--- config.mk ---
export PLATFORM = sky130hd
export DESIGN_NAME = spi_cmd_frame_tx
export DESIGN_NICKNAME = d
export VERILOG_FILES = /design/src/rtl/spi_cmd_frame_tx.sv
export SDC_FILE = /design/constraint.sdc
export NUM_CORES = 1
export LEC_CHECK = 0
export CAP_MARGIN = 10
export CORE_AREA = 4 4 98 100
export DETAILED_ROUTE_END_ITERATION = 10
export DIE_AREA = 0 0 102 104
export PLACE_DENSITY = 0.81
export SKIP_CTS_REPAIR_TIMING = 1
export SYNTH_ARGS = -nofsm -noshare
export SYNTH_HDL_FRONTEND = slang
export SYNTH_SLANG_ARGS = --single-unit
--- constraint.sdc ---
create_clock -name clk -period 2.6 [get_ports clk]
set_input_delay 0.26 -clock clk [delete_from_list [all_inputs] [get_ports clk]]
set_output_delay 0.26 -clock clk [all_outputs]
set_load 0.01 [all_outputs]
--- src/rtl/spi_cmd_frame_tx.sv ---
// rtl/spi_cmd_frame_tx.sv - SPI mode-0 master sending a 32-bit control word as five tagged 16-bit frames
module spi_cmd_frame_tx #(
    parameter int CLK_DIV    = 4,
    parameter int GAP_CYCLES = 4
) (
    input  logic        clk,
    input  logic        rst,
    input  logic [31:0] cmd_data,
    input  logic        cmd_valid,
    output logic        cmd_ready,
    output logic        busy,
    output logic        sclk,
    output logic        cs_n,
    output logic        mosi,
    input  logic        miso,
    output logic [15:0] status_data,
    output logic        status_valid
);

    localparam int DIV_W = (CLK_DIV > 1) ? $clog2(CLK_DIV) : 1;
    localparam int GAP_W = (GAP_CYCLES > 1) ? $clog2(GAP_CYCLES) : 1;
    localparam logic [DIV_W-1:0] DIV_LAST = DIV_W'(CLK_DIV - 1);
    localparam logic [GAP_W-1:0] GAP_LAST = GAP_W'(GAP_CYCLES - 1);

    typedef enum logic [1:0] {
        ST_IDLE  = 2'd0,
        ST_SHIFT = 2'd1,
        ST_GAP   = 2'd2
    } state_t;

    state_t           state_q;
    logic [24:0]      cmd_q;          // only the bits that reach the wire: {cmd[31:27], cmd[19:0]}
    logic [15:0]      frame_q;
    logic [15:0]      cap_q;
    logic [2:0]       frame_idx_q;
    logic [3:0]       bit_cnt_q;
    logic [DIV_W-1:0] div_cnt_q;
    logic [GAP_W-1:0] gap_cnt_q;
    logic             sclk_q;
    logic             cs_n_q;
    logic             mosi_q;
    logic             cmd_ready_q;
    logic             busy_q;
    logic [15:0]      status_data_q;
    logic             status_valid_q;

    logic [24:0]      cmd_pack_d;
    logic [15:0]      first_frame_d;
    logic [15:0]      next_frame_d;

    // cmd_data[26:20] has no frame slot; reduced here so the dropped bits are visibly intentional
    logic unused_cmd_bits;
    assign unused_cmd_bits = ^cmd_data[26:20];

    // Packed word layout: c[24]=cmd[31], c[23:22]=cmd[30:29], c[21:20]=cmd[28:27], c[19:0]=cmd[19:0]
    function automatic logic [15:0] encode_frame(input logic [2:0] idx, input logic [24:0] c);
        logic [15:0] f;
        case (idx)
            3'd0:    f = {4'd2, c[11:0]};
            3'd1:    f = {4'd3, 4'd0, c[19:12]};
            3'd2:    f = {4'd4, 10'd0, c[21:20]};
            3'd3:    f = {4'd5, 10'd0, c[23:22]};
            default: f = {4'd6, 11'd0, c[24]};
        endcase
        return f;
    endfunction

    // Frame words for the accepting edge (from the live input) and for the next frame (from the latch)
    always_comb begin
        cmd_pack_d    = {cmd_data[31:27], cmd_data[19:0]};
        first_frame_d = encode_frame(3'd0, cmd_pack_d);
        next_frame_d  = encode_frame(frame_idx_q + 3'd1, cmd_q);
    end

    // Control FSM; every SPI pin and handshake output is a register so the link sees no glitches
    always_ff @(posedge clk or posedge rst) begin
        if (rst) begin
            state_q        <= ST_IDLE;
            cmd_q          <= '0;
            frame_q        <= '0;
            cap_q          <= '0;
            frame_idx_q    <= '0;
            bit_cnt_q      <= '0;
            div_cnt_q      <= '0;
            gap_cnt_q      <= '0;
            sclk_q         <= 1'b0;
            cs_n_q         <= 1'b1;
            mosi_q         <= 1'b0;
            cmd_ready_q    <= 1'b0;
            busy_q         <= 1'b0;
            status_data_q  <= '0;
            status_valid_q <= 1'b0;
        end else begin
            status_valid_q <= 1'b0;
            case (state_q)
                ST_IDLE: begin
                    cmd_ready_q <= 1'b1;
                    busy_q      <= 1'b0;
                    cs_n_q      <= 1'b1;
                    sclk_q      <= 1'b0;
                    mosi_q      <= 1'b0;
                    if (cmd_valid && cmd_ready_q) begin
                        cmd_q       <= cmd_pack_d;
                        frame_q     <= first_frame_d;
                        frame_idx_q <= 3'd0;
                        bit_cnt_q   <= 4'd15;
                        div_cnt_q   <= '0;
                        cs_n_q      <= 1'b0;
                        mosi_q      <= first_frame_d[15];
                        cmd_ready_q <= 1'b0;
                        busy_q      <= 1'b1;
                        state_q     <= ST_SHIFT;
                    end
                end
                ST_SHIFT: begin
                    if (div_cnt_q == DIV_LAST) begin
                        div_cnt_q <= '0;
                        if (!sclk_q) begin
                            // rising SCLK edge: receiver has had a full low phase to drive MISO
                            sclk_q <= 1'b1;
                            cap_q  <= {cap_q[14:0], miso};
                        end else if (bit_cnt_q == 4'd0) begin
                            sclk_q         <= 1'b0;
                            cs_n_q         <= 1'b1;
                            mosi_q         <= 1'b0;
                            status_data_q  <= cap_q;
                            status_valid_q <= 1'b1;
                            gap_cnt_q      <= '0;
                            state_q        <= ST_GAP;
                        end else begin
                            sclk_q    <= 1'b0;
                            bit_cnt_q <= bit_cnt_q - 4'd1;
                            mosi_q    <= frame_q[bit_cnt_q - 4'd1];
                        end
                    end else begin
                        div_cnt_q <= div_cnt_q + 1'b1;
                    end
                end
                ST_GAP: begin
                    if (gap_cnt_q == GAP_LAST) begin
                        if (frame_idx_q == 3'd4) begin
                            frame_idx_q <= 3'd0;
                            cmd_ready_q <= 1'b1;
                            busy_q      <= 1'b0;
                            state_q     <= ST_IDLE;
                        end else begin
                            frame_idx_q <= frame_idx_q + 3'd1;
                            frame_q     <= next_frame_d;
                            mosi_q      <= next_frame_d[15];
                            cs_n_q      <= 1'b0;
                            bit_cnt_q   <= 4'd15;
                            div_cnt_q   <= '0;
                            state_q     <= ST_SHIFT;
                        end
                    end else begin
                        gap_cnt_q <= gap_cnt_q + 1'b1;
                    end
                end
                default: state_q <= ST_IDLE;
            endcase
        end
    end

    assign cmd_ready    = cmd_ready_q;
    assign busy         = busy_q;
    assign sclk         = sclk_q;
    assign cs_n         = cs_n_q;
    assign mosi         = mosi_q;
    assign status_data  = status_data_q;
    assign status_valid = status_valid_q;

endmodule
==> results.md, run 1 <==
- Status: completed
- Distinct cells, synth: between 50 and 60
- Sinks on the clock net: 91
- Tightest Pin Transition: 0.605 ns
- Worst path slowest cell: dfrtp_1
- Synth top cells by count: dfrtp_1, nand2_1, mux2_2
- CTS tree: done
- IO Pins: a little under 60
- MaxCap Viol Count: 0
- EDFF count, synth: 0
- Syn_area_per_cell: 11.0 um2
- Setup TNS Final: 0 ns
- DRC viols: 0
- Ys Warns: 0
- H-tree levels: 3
- CTS clk-pin slew, worst paths: 0.10 ns
- Multi-input logic area: roughly 1800 um2
- Via-to-Cell Ratio: 5.50
- Min cycle time layout: between 2 and 2.5 ns
- RSZ-0062 raised after global routing: false
- Fillers: between 700 and 800
- DR pass1 iterations: 5
- GPL Wtd Cong: ~0.83
- Effective utilization at floorplan: 48.8%
- Root Buffer: clkbuf_8
- TritonCTS Buffers: 9
- Clock power frac: between 40% and 50%
- Most numerous cell in the Yosys netlist: dfrtp_1
- Psw: 0.575 mW
- Top-area cell type share of the netlist area: between 50% and 60%
- Worst path max stage delay: approximately 0.45 ns
- Area delta synth->final: 20.7%
- Area leader, netlist: dfrtp_1
- Sw frac: between 20% and 30%
- Hold WS: around 0.37 ns
- Internal: 2.16 mW
- Num rows: 34
- Clock Skew: approximately 0.013 ns
- Yosys reg bits: 91
- Grt total ovfl: 0
- Pre-CTS WS: between 0.2 and 0.3 ns
- Layout cells sized above 1: roughly 18%
- Vias in the first global route: between 3000 and 4000
- DRT iter0 DRCs: about 140
- Critical Path Source Type: flip-flop
- Clk buf depth: 2
- Worst setup path class: flip-flop to flip-flop
- Setup crit end kind: flip-flop
- Die Height: 104 um
- Slew headroom: roughly 60%
- Main synth FF type: dfrtp_1
- Wire length per cell: approximately 15 um
- Comb pwr share: 3.7%
- Max Fanout on Critical Path: 27
- Worst endpoint required time: between 2 and 3 ns
- Maximum clock rate: ~430 MHz
- Core Area: 8680 um2
- Seq/Total Area, Yosys: ~54%
- Hold WC Path Type: primary input to asynchronous set/reset pin
- Sequential fraction of design power: roughly 52%
- Register area: 2280 um2
- CP Data Arrival Time: around 2.5 ns
- Synthesized Nets: ~430
- Worst path cell trace: inv_1 -> ha_1 -> a21boi_1 -> nand3_1 -> o21ai_4 -> o32ai_1
- Layout Nets: slightly below 500
- Final Core Density: 58.9%
- Ant diodes: 0
- Hold Violations, Final: 0
- First-pass GRT wire length: ~14000 um
- PD cells: 534 nW/um2
- Overall die area: roughly 11000 um2
- Async SR Flop Fraction: 100%
- Worst-Skew Late Latency: between 0.3 and 0.4 ns
- Pleak: between 2 and 2.5 nW
- Total global-route track usage: roughly 17%
- Die Wd: 102 um
- WP buf/inv: 1
- Via Count: around 3000
- Antenna violations before repair: 0
- Final WL: ~8500 um
- Routed Antenna Nets: 0
- Leading post-synthesis cells by cell area: dfrtp_1, mux2_2, nand2_1
- Worst IR Drop VDD: 0.380 mV
- Dpl hpwl: ~5800 um
- Fin crit share: approximately nine tenths
- Cells after Synth: approximately 380
- Setup ws final: 0.288 ns
- Final setup fails: 0
- Mapped Area: roughly 4200 um2
- CP top delay family: compound AO/OA/AOI/OAI gates
- # port buffers: 50
- Pins Over Slew Limit: 0
- Largest net degree at the start of global routing: just over 90
## area by class of cell
type | count | share of cell area (%)
Sequential cell | 91 | 44.5
Multi-Input combinational cell | 260 | 35.6
Timing Repair Buffer | 57 | 11.1
Clock buffer | 10 | 2.69
Tap cell | 108 | 2.64
Clock inverter | 6 | 2.32
Inverter | 15 | 1.17
## flip-flops by register name (all words and copies together), names as in the netlist, 2 cells and up
register     flops
cmd_q           25
bit_cnt_q        4
gap_cnt_q        2
div_cnt_q        2
frame_idx_q      3
status_data     16
frame_q         15
state_q          2
cap_q           16
## routing by layer
layer | track usage (%) | up-vias | share of wire (%)
met5 | 0 | - | 0
met2 | 27.7 | 90 | 51
met4 | 5.44 | 0 | 1.5
li1 | - | 1460 | -
met1 | 21.3 | 1446 | 42
met3 | 3.69 | 11 | 5.4
## metrics by stage
| step | power [mW] | cell area [um2] | std cells |
|---|---|---|---|
| 6_report | 2.73 | 5110 | 547 |
| 5_1_grt | 2.83 | 5110 | 547 |
| 4_1_cts | 2.76 | 5110 | 547 |
| 3_5_place_dp | 1.56 | 4850 | 531 |
| 3_3_place_gp | 1.56 | 4850 | 531 |
| 2_1_floorplan | 1.49 | 4240 | 384 |
## kinds of logic after synthesis
group                      share of synthesized area, %
adders and majority gates                          3.54
buffers and inverters                              3.46
AOI/OAI and AO/OA                                  13.1
DFF                                                53.8
xor gates and xnor gates                           1.00
and+or+nand+nor                                    11.9
muxes                                              13.2
## power groups by stage
stage,logic [mW],clock network (mW),registers [mW]
5_1_grt,0.114,1.28,1.43
3_5_place_dp,0.104,0,1.46
2_1_floorplan,0.0348,0,1.46
4_1_cts,0.105,1.22,1.43
3_3_place_gp,0.102,0,1.46
6_report,0.102,1.20,1.43
## worst min-delay path, cell delays in order
cell and delay, ns:
clkdlybuf4s50_1 0.44, clkinvlp_4 0.10, buf_12 0.37
## layout by cell type (no fill, tap or decap), types with 3 or more instances in the layout
cell and count:
a22oi_1 13, nor2_1 25, buf_4 6, dfrtp_1 90
o21ai_0 13, a21oi_1 33, clkbuf_8 10, nand3_1 5
nor3_1 13, ha_1 12, clkdlybuf4s50_1 50, inv_1 13
nand2_1 58, bufinv_16 3, mux2_2 42
## path summary, 6_finish.rpt
kind	start	endpoint	slack, ns	cells past startpoint
min in group clk	status_data[3]	status_data[3]	0.48	2
min reg2reg	status_data[3]	status_data[3]	0.48	2
max reg2reg	frame_idx_q[0]	frame_q[12]	0.29	6
min	rst	status_data[0]	0.37	3
max in group asynchronous	rst	cmd_q[10]	1.84	3
max	frame_idx_q[0]	frame_q[12]	0.29	6
Power figures use the tool's default switching activity.
==> inputs of run 2 (changes only) <==
ABC_AREA = 0   (was unset)
==> results of run 2 <==
Same layout as run 1: the final DEF is identical, and so are final timing and power.
